File: src/rtl/sv_reduce_accum.sv
// Multi-lane, multi-beat AND/OR/XOR/XNOR reduction engine with valid/ready streams and a one-entry output register.
// Optional saturating packet counter on pkt_count, enabled by defining REDUCE_ACCUM_STATS_EN.
module sv_reduce_accum #(
    parameter int LANES = 4,
    parameter int WIDTH = 9,
    parameter int OUT_W = 6,
    parameter int CNT_W = 16
) (
    input  logic                   clk,
    input  logic                   rst_n,
    input  logic                   in_valid,
    output logic                   in_ready,
    input  logic [LANES*WIDTH-1:0] in_data,
    input  logic [1:0]             in_op,
    input  logic                   in_signed,
    input  logic                   in_last,
    output logic                   out_valid,
    input  logic                   out_ready,
    output logic [LANES*OUT_W-1:0] out_data
`ifdef REDUCE_ACCUM_STATS_EN
    ,
    output logic [CNT_W-1:0]       pkt_count
`endif
);

    typedef enum logic {
        IDLE  = 1'b0,
        ACCUM = 1'b1
    } state_t;

    localparam logic [1:0] OP_AND  = 2'b00;
    localparam logic [1:0] OP_OR   = 2'b01;
    localparam logic [1:0] OP_XNOR = 2'b11;

    state_t                   state_q, state_d;
    logic [LANES-1:0]         acc_q, acc_d;
    logic [1:0]               op_q, op_d;
    logic                     signed_q, signed_d;
    logic                     out_valid_q, out_valid_d;
    logic [LANES*OUT_W-1:0]   out_data_q, out_data_d;

    logic [LANES-1:0]         red_and, red_or, red_xor;
    logic [LANES-1:0]         lane_red, folded, res_bit;
    logic [LANES*OUT_W-1:0]   ext_data;
    logic                     accept;
    logic [1:0]               eff_op;
    logic                     eff_signed;

    // Op and sign come from the input on the first beat and from the latched copy afterwards.
    assign eff_op     = (state_q == IDLE) ? in_op : op_q;
    assign eff_signed = (state_q == IDLE) ? in_signed : signed_q;
    assign res_bit    = folded ^ {LANES{eff_op == OP_XNOR}};

    genvar gi;
    generate
        for (gi = 0; gi < LANES; gi++) begin : g_lane
            assign red_and[gi] = &in_data[gi*WIDTH +: WIDTH];
            assign red_or[gi]  = |in_data[gi*WIDTH +: WIDTH];
            assign red_xor[gi] = ^in_data[gi*WIDTH +: WIDTH];
            assign ext_data[gi*OUT_W +: OUT_W] = eff_signed ? {OUT_W{res_bit[gi]}}
                                                            : OUT_W'(res_bit[gi]);
        end
    endgenerate

    assign in_ready  = ~out_valid_q | out_ready;
    assign accept    = in_valid & in_ready;
    assign out_valid = out_valid_q;
    assign out_data  = out_data_q;

    always_comb begin
        case (eff_op)
            OP_AND:  lane_red = red_and;
            OP_OR:   lane_red = red_or;
            default: lane_red = red_xor;
        endcase

        // XNOR folds as XOR; the inversion is applied only to the emitted bit.
        if (state_q == IDLE) begin
            folded = lane_red;
        end else begin
            case (op_q)
                OP_AND:  folded = acc_q & lane_red;
                OP_OR:   folded = acc_q | lane_red;
                default: folded = acc_q ^ lane_red;
            endcase
        end
    end

    always_comb begin
        state_d     = state_q;
        acc_d       = acc_q;
        op_d        = op_q;
        signed_d    = signed_q;
        out_valid_d = out_valid_q & ~out_ready;
        out_data_d  = out_data_q;

        if (accept) begin
            acc_d = folded;
            if (state_q == IDLE) begin
                op_d     = in_op;
                signed_d = in_signed;
            end
            if (in_last) begin
                state_d     = IDLE;
                out_valid_d = 1'b1;
                out_data_d  = ext_data;
            end else begin
                state_d = ACCUM;
            end
        end
    end

    always_ff @(posedge clk or negedge rst_n) begin
        if (!rst_n) begin
            state_q     <= IDLE;
            acc_q       <= '0;
            op_q        <= '0;
            signed_q    <= 1'b0;
            out_valid_q <= 1'b0;
            out_data_q  <= '0;
        end else begin
            state_q     <= state_d;
            acc_q       <= acc_d;
            op_q        <= op_d;
            signed_q    <= signed_d;
            out_valid_q <= out_valid_d;
            out_data_q  <= out_data_d;
        end
    end

`ifdef REDUCE_ACCUM_STATS_EN
    logic [CNT_W-1:0] pkt_count_q, pkt_count_d;

    always_comb begin
        pkt_count_d = pkt_count_q;
        if (out_valid_q && out_ready && (pkt_count_q != {CNT_W{1'b1}})) begin
            pkt_count_d = pkt_count_q + CNT_W'(1);
        end
    end

    always_ff @(posedge clk or negedge rst_n) begin
        if (!rst_n) begin
            pkt_count_q <= '0;
        end else begin
            pkt_count_q <= pkt_count_d;
        end
    end

    assign pkt_count = pkt_count_q;
`endif

endmodule
File: config.mk
export PLATFORM = sky130hd
export DESIGN_NAME = sv_reduce_accum
export DESIGN_NICKNAME = d
export VERILOG_FILES = /design/src/rtl/sv_reduce_accum.sv
export SDC_FILE = /design/constraint.sdc
export NUM_CORES = 1
export LEC_CHECK = 0
export CAP_MARGIN = 5
export CORE_MARGIN = 5
export CORE_UTILIZATION = 25
export DETAILED_ROUTE_END_ITERATION = 8
export PLACE_DENSITY = 0.49
export SLEW_MARGIN = 25
export SYNTH_ARGS = -nofsm -noshare
export SYNTH_HDL_FRONTEND = slang
export SYNTH_SLANG_ARGS = --single-unit
File: constraint.sdc
create_clock -name clk -period 2.7 [get_ports clk]
set_input_delay 0.27 -clock clk [delete_from_list [all_inputs] [get_ports clk]]
set_output_delay 0.27 -clock clk [all_outputs]
set_load 0.01 [all_outputs]
==> flow_metrics.tcl <==
set metrics [dict create \
    vias 1984 \
    routed_wl_um 5590 \
    area_delta_synth_final_pct 58.7 \
    grt_pass1_vias 1974 \
    drv_cap 0 \
    final-hold-violation-count 0 \
    initial_core_util 0.256 \
    grt_max_degree 19 \
    synth_warnings 0 \
    grtUsageTotal 0.103 \
    design_area_um2 3320 \
    fin_hold_ws_ns 0.486 \
    routed_via_density 4.58 \
    power_mw 2.36 \
    ys_seq_area_frac 0.203 \
    async_reset_ff_frac 1.00 \
    fin_cells 433 \
    dpl_cell_area_um2 2950 \
    fin_crit_ns 2.62 \
    place_ws_ns -0.607 \
    wl_per_cell_um 12.9 \
    overflow 0 \
    post_synth_xor_area_fraction 0.0807 \
    cp_max_fo 2 \
    arrival_ns 2.82 \
    leakage_nw 1.60 \
    synth_area_leaders "ha_1, dfrtp_1, buf_4, inv_1, xnor3_1" \
    clk_pin_slew_worst_paths_ns 0.08 \
    fin_util 0.406 \
    syn-cell-area_um2 2090 \
    setup_viol 0 \
    portBuffers 69 \
    cp_num_buf_inv 4 \
    fillers 833 \
    skew_ns 0.00540 \
    die_h_um 101 \
    cp_top_family "simple AND/OR/NAND/NOR gates" \
    max_freq_mhz 381 \
    yosysTopAreaCell "ha_1" \
    crit_path_frequent_cell "buf_4" \
    synth_compound_area_frac 0.163 \
    worstPathRequired_ns 2.90 \
    critPathKind "input port to flip-flop" \
    multi_input_area_um2 1630 \
    hpwl_um 4260 \
    synth_ff_type "dfrtp_1" \
    rows 33 \
    clock_path_buffers 2 \
    clockRootBuffer "clkbuf_8" \
    synth-seq-cells 17 \
    synth-adder-area-share 0.221 \
    synthCells 242 \
    status "complete, no violations" \
    synthMuxAreaShare 0.0317 \
    syn_area_per_cell_um2 8.64 \
    htreeDepth 1 \
    slew-limit-headroom 0.432 \
    gp_congestion 0.737 \
    finalCritPeriodShare 0.972 \
    critical_path.startpoint_type "input port" \
    layout.area.seq_um2 425 \
    cts.sinks 17 \
    dieArea_um2 10300 \
    syn_nets 323 \
    cp_slowest_stage_delay_ns 0.49 \
    grt_pass1_wl_um 8670 \
    layout.nets 410 \
    clock_latency_ns 0.27 \
    finalWorstSetupSlack_ns 0.0756 \
    synth-simple-area-share 0.165 \
    core-area_um2 8180 \
    wl_met2_um 3020 \
    cts_tree "done" \
    synth_top_family_by_area "adder cells" \
    place_inst 420 \
    drtPass1Iterations 4 \
    drive_gt1_frac 0.268 \
    drtIter0Drc 38 \
    antenna_left 0 \
    diodes 0 \
    slew_viol_final 0 \
    powerDensity_nw_per_um2 711 \
    worst_pin_slew_ns 0.850 \
    ctsHoldBuffers 0 \
    wirelength_met1_um 2380 \
    antenna_found_initial 0 \
    synth_edf_count 0 \
    wl_met3_um 183 \
    setup_tns_ns 0 \
    route.detailed.drc 0 \
    ys_types 43 \
    fp.dieW_um 101 \
    top_layer "met4" \
    hp-class "input port to asynchronous set/reset pin" \
    yosysTopAreaCellShare 0.221 \
    ir_drop_mv 0.237 \
    boundaryPins 70 \
    path_cells "dlygate4sd2_1 > inv_2 > ha_4 > xnor3_1 > xnor2_2 > a22oi_2 > buf_4 > ha_2 > nor2_4 > o31ai_2 > buf_4 > and3_1 > or4_1 > nand4_1" \
    cts_made_buffers 3 \
    cp_slowest_cell "or4_1" \
    end_kind "flip-flop" \
]
synthesized netlist by cell type, drive strengths merged (4+ instances only):
library cell / number
a21oi: 9
and4: 4
buf: 20
dfrtp: 17
ha: 37
inv: 34
mux2: 4
nand2: 17
nand2b: 4
nand4: 6
nor2: 5
nor2b: 4
nor3: 8
o211ai: 6
o21ai: 15
o31ai: 4
xnor2: 8
xnor3: 4
cells in the final DEF, fill, tap and decap left out, types with 3 or more instances in the layout:
cell type / n
inv_2: 12
o21ai_0: 9
inv_1: 22
nand2b_1: 4
o211ai_1: 6
nand3_1: 3
clkbuf_8: 3
and4_1: 4
dlygate4sd2_1: 13
nand2_1: 17
dfrtp_1: 17
o31ai_1: 3
xnor2_1: 3
xnor3_1: 4
buf_4: 35
nand4_1: 6
clkdlybuf4s50_1: 44
dlymetal6s2s_1: 10
nor2b_1: 4
a311o_1: 3
nor3_1: 8
a2bb2oi_1: 3
ha_1: 23
nor2_1: 4
a21oi_1: 7
xnor2_2: 4
ha_4: 13
o21ai_1: 6
state kept, by name, summed over array words and instances (netlist names):
register,flops
acc_q,4
out_data,8
out_valid,1
op_q,2
signed_q,1
state_q,1
path summary, 6_finish.rpt:
kind	startpoint	slack (ns)	endpoint	depth (start not counted)
setup / recovery	in_data[32]	0.08	out_data[22]$_DFFE_PN0P_	14
min in group clk	out_data[18]$_DFFE_PN0P_	0.51	out_data[18]$_DFFE_PN0P_	1
max in group asynchronous	rst_n	1.69	acc_q[2]$_DFFE_PN0P_	1
hold reg to reg	out_data[18]$_DFFE_PN0P_	0.51	out_data[18]$_DFFE_PN0P_	1
setup reg to reg	state_q$_DFFE_PN0P_	0.12	out_data[22]$_DFFE_PN0P_	11
hold / removal	rst_n	0.49	out_data[11]$_DFFE_PN0P_	1
timing repair:
| action | 4_1_cts | 5_1_grt |
|---|---|---|
| buffers inserted | 7 | 2 |
| resized for setup | 38 | 37 |
| endpoints found under the setup margin | 11 | 9 |
| pin swaps | 34 | 23 |
layer usage:
metal / vias to the layer above / global-route usage
li1: 995 / -
met1: 949 / 0.121
met2: 36 / 0.197
met3: 4 / 0.0131
met4: 0 / 0.0245
met5: - / 0
area by class of cell:
class	count	area share
multi-input combinational	169	0.492
timing repair buffer	104	0.287
sequential	17	0.128
tap	105	0.0396
inverter	34	0.0384
clock buffer	3	0.0124
clock inverter	1	0.00226
power by group:
group / total (mW) / switching (mW) / internal [mW]
Sequential: 0.454 / 0.0983 / 0.356
Combinational: 1.69 / 0.707 / 0.987
Clock: 0.210 / 0.105 / 0.104
logic make-up (layout without fill, tap and decap cells):
kind of cell,Yosys count,count (layout)
DFF,17,17
adders and majority gates,37,37
buffers and inverters,56,142
and+or+nand+nor,63,63
xor gates and xnor gates,13,13
muxes,5,5
AOI/OAI and AO/OA,51,51
Power figures use the tool's default switching activity.
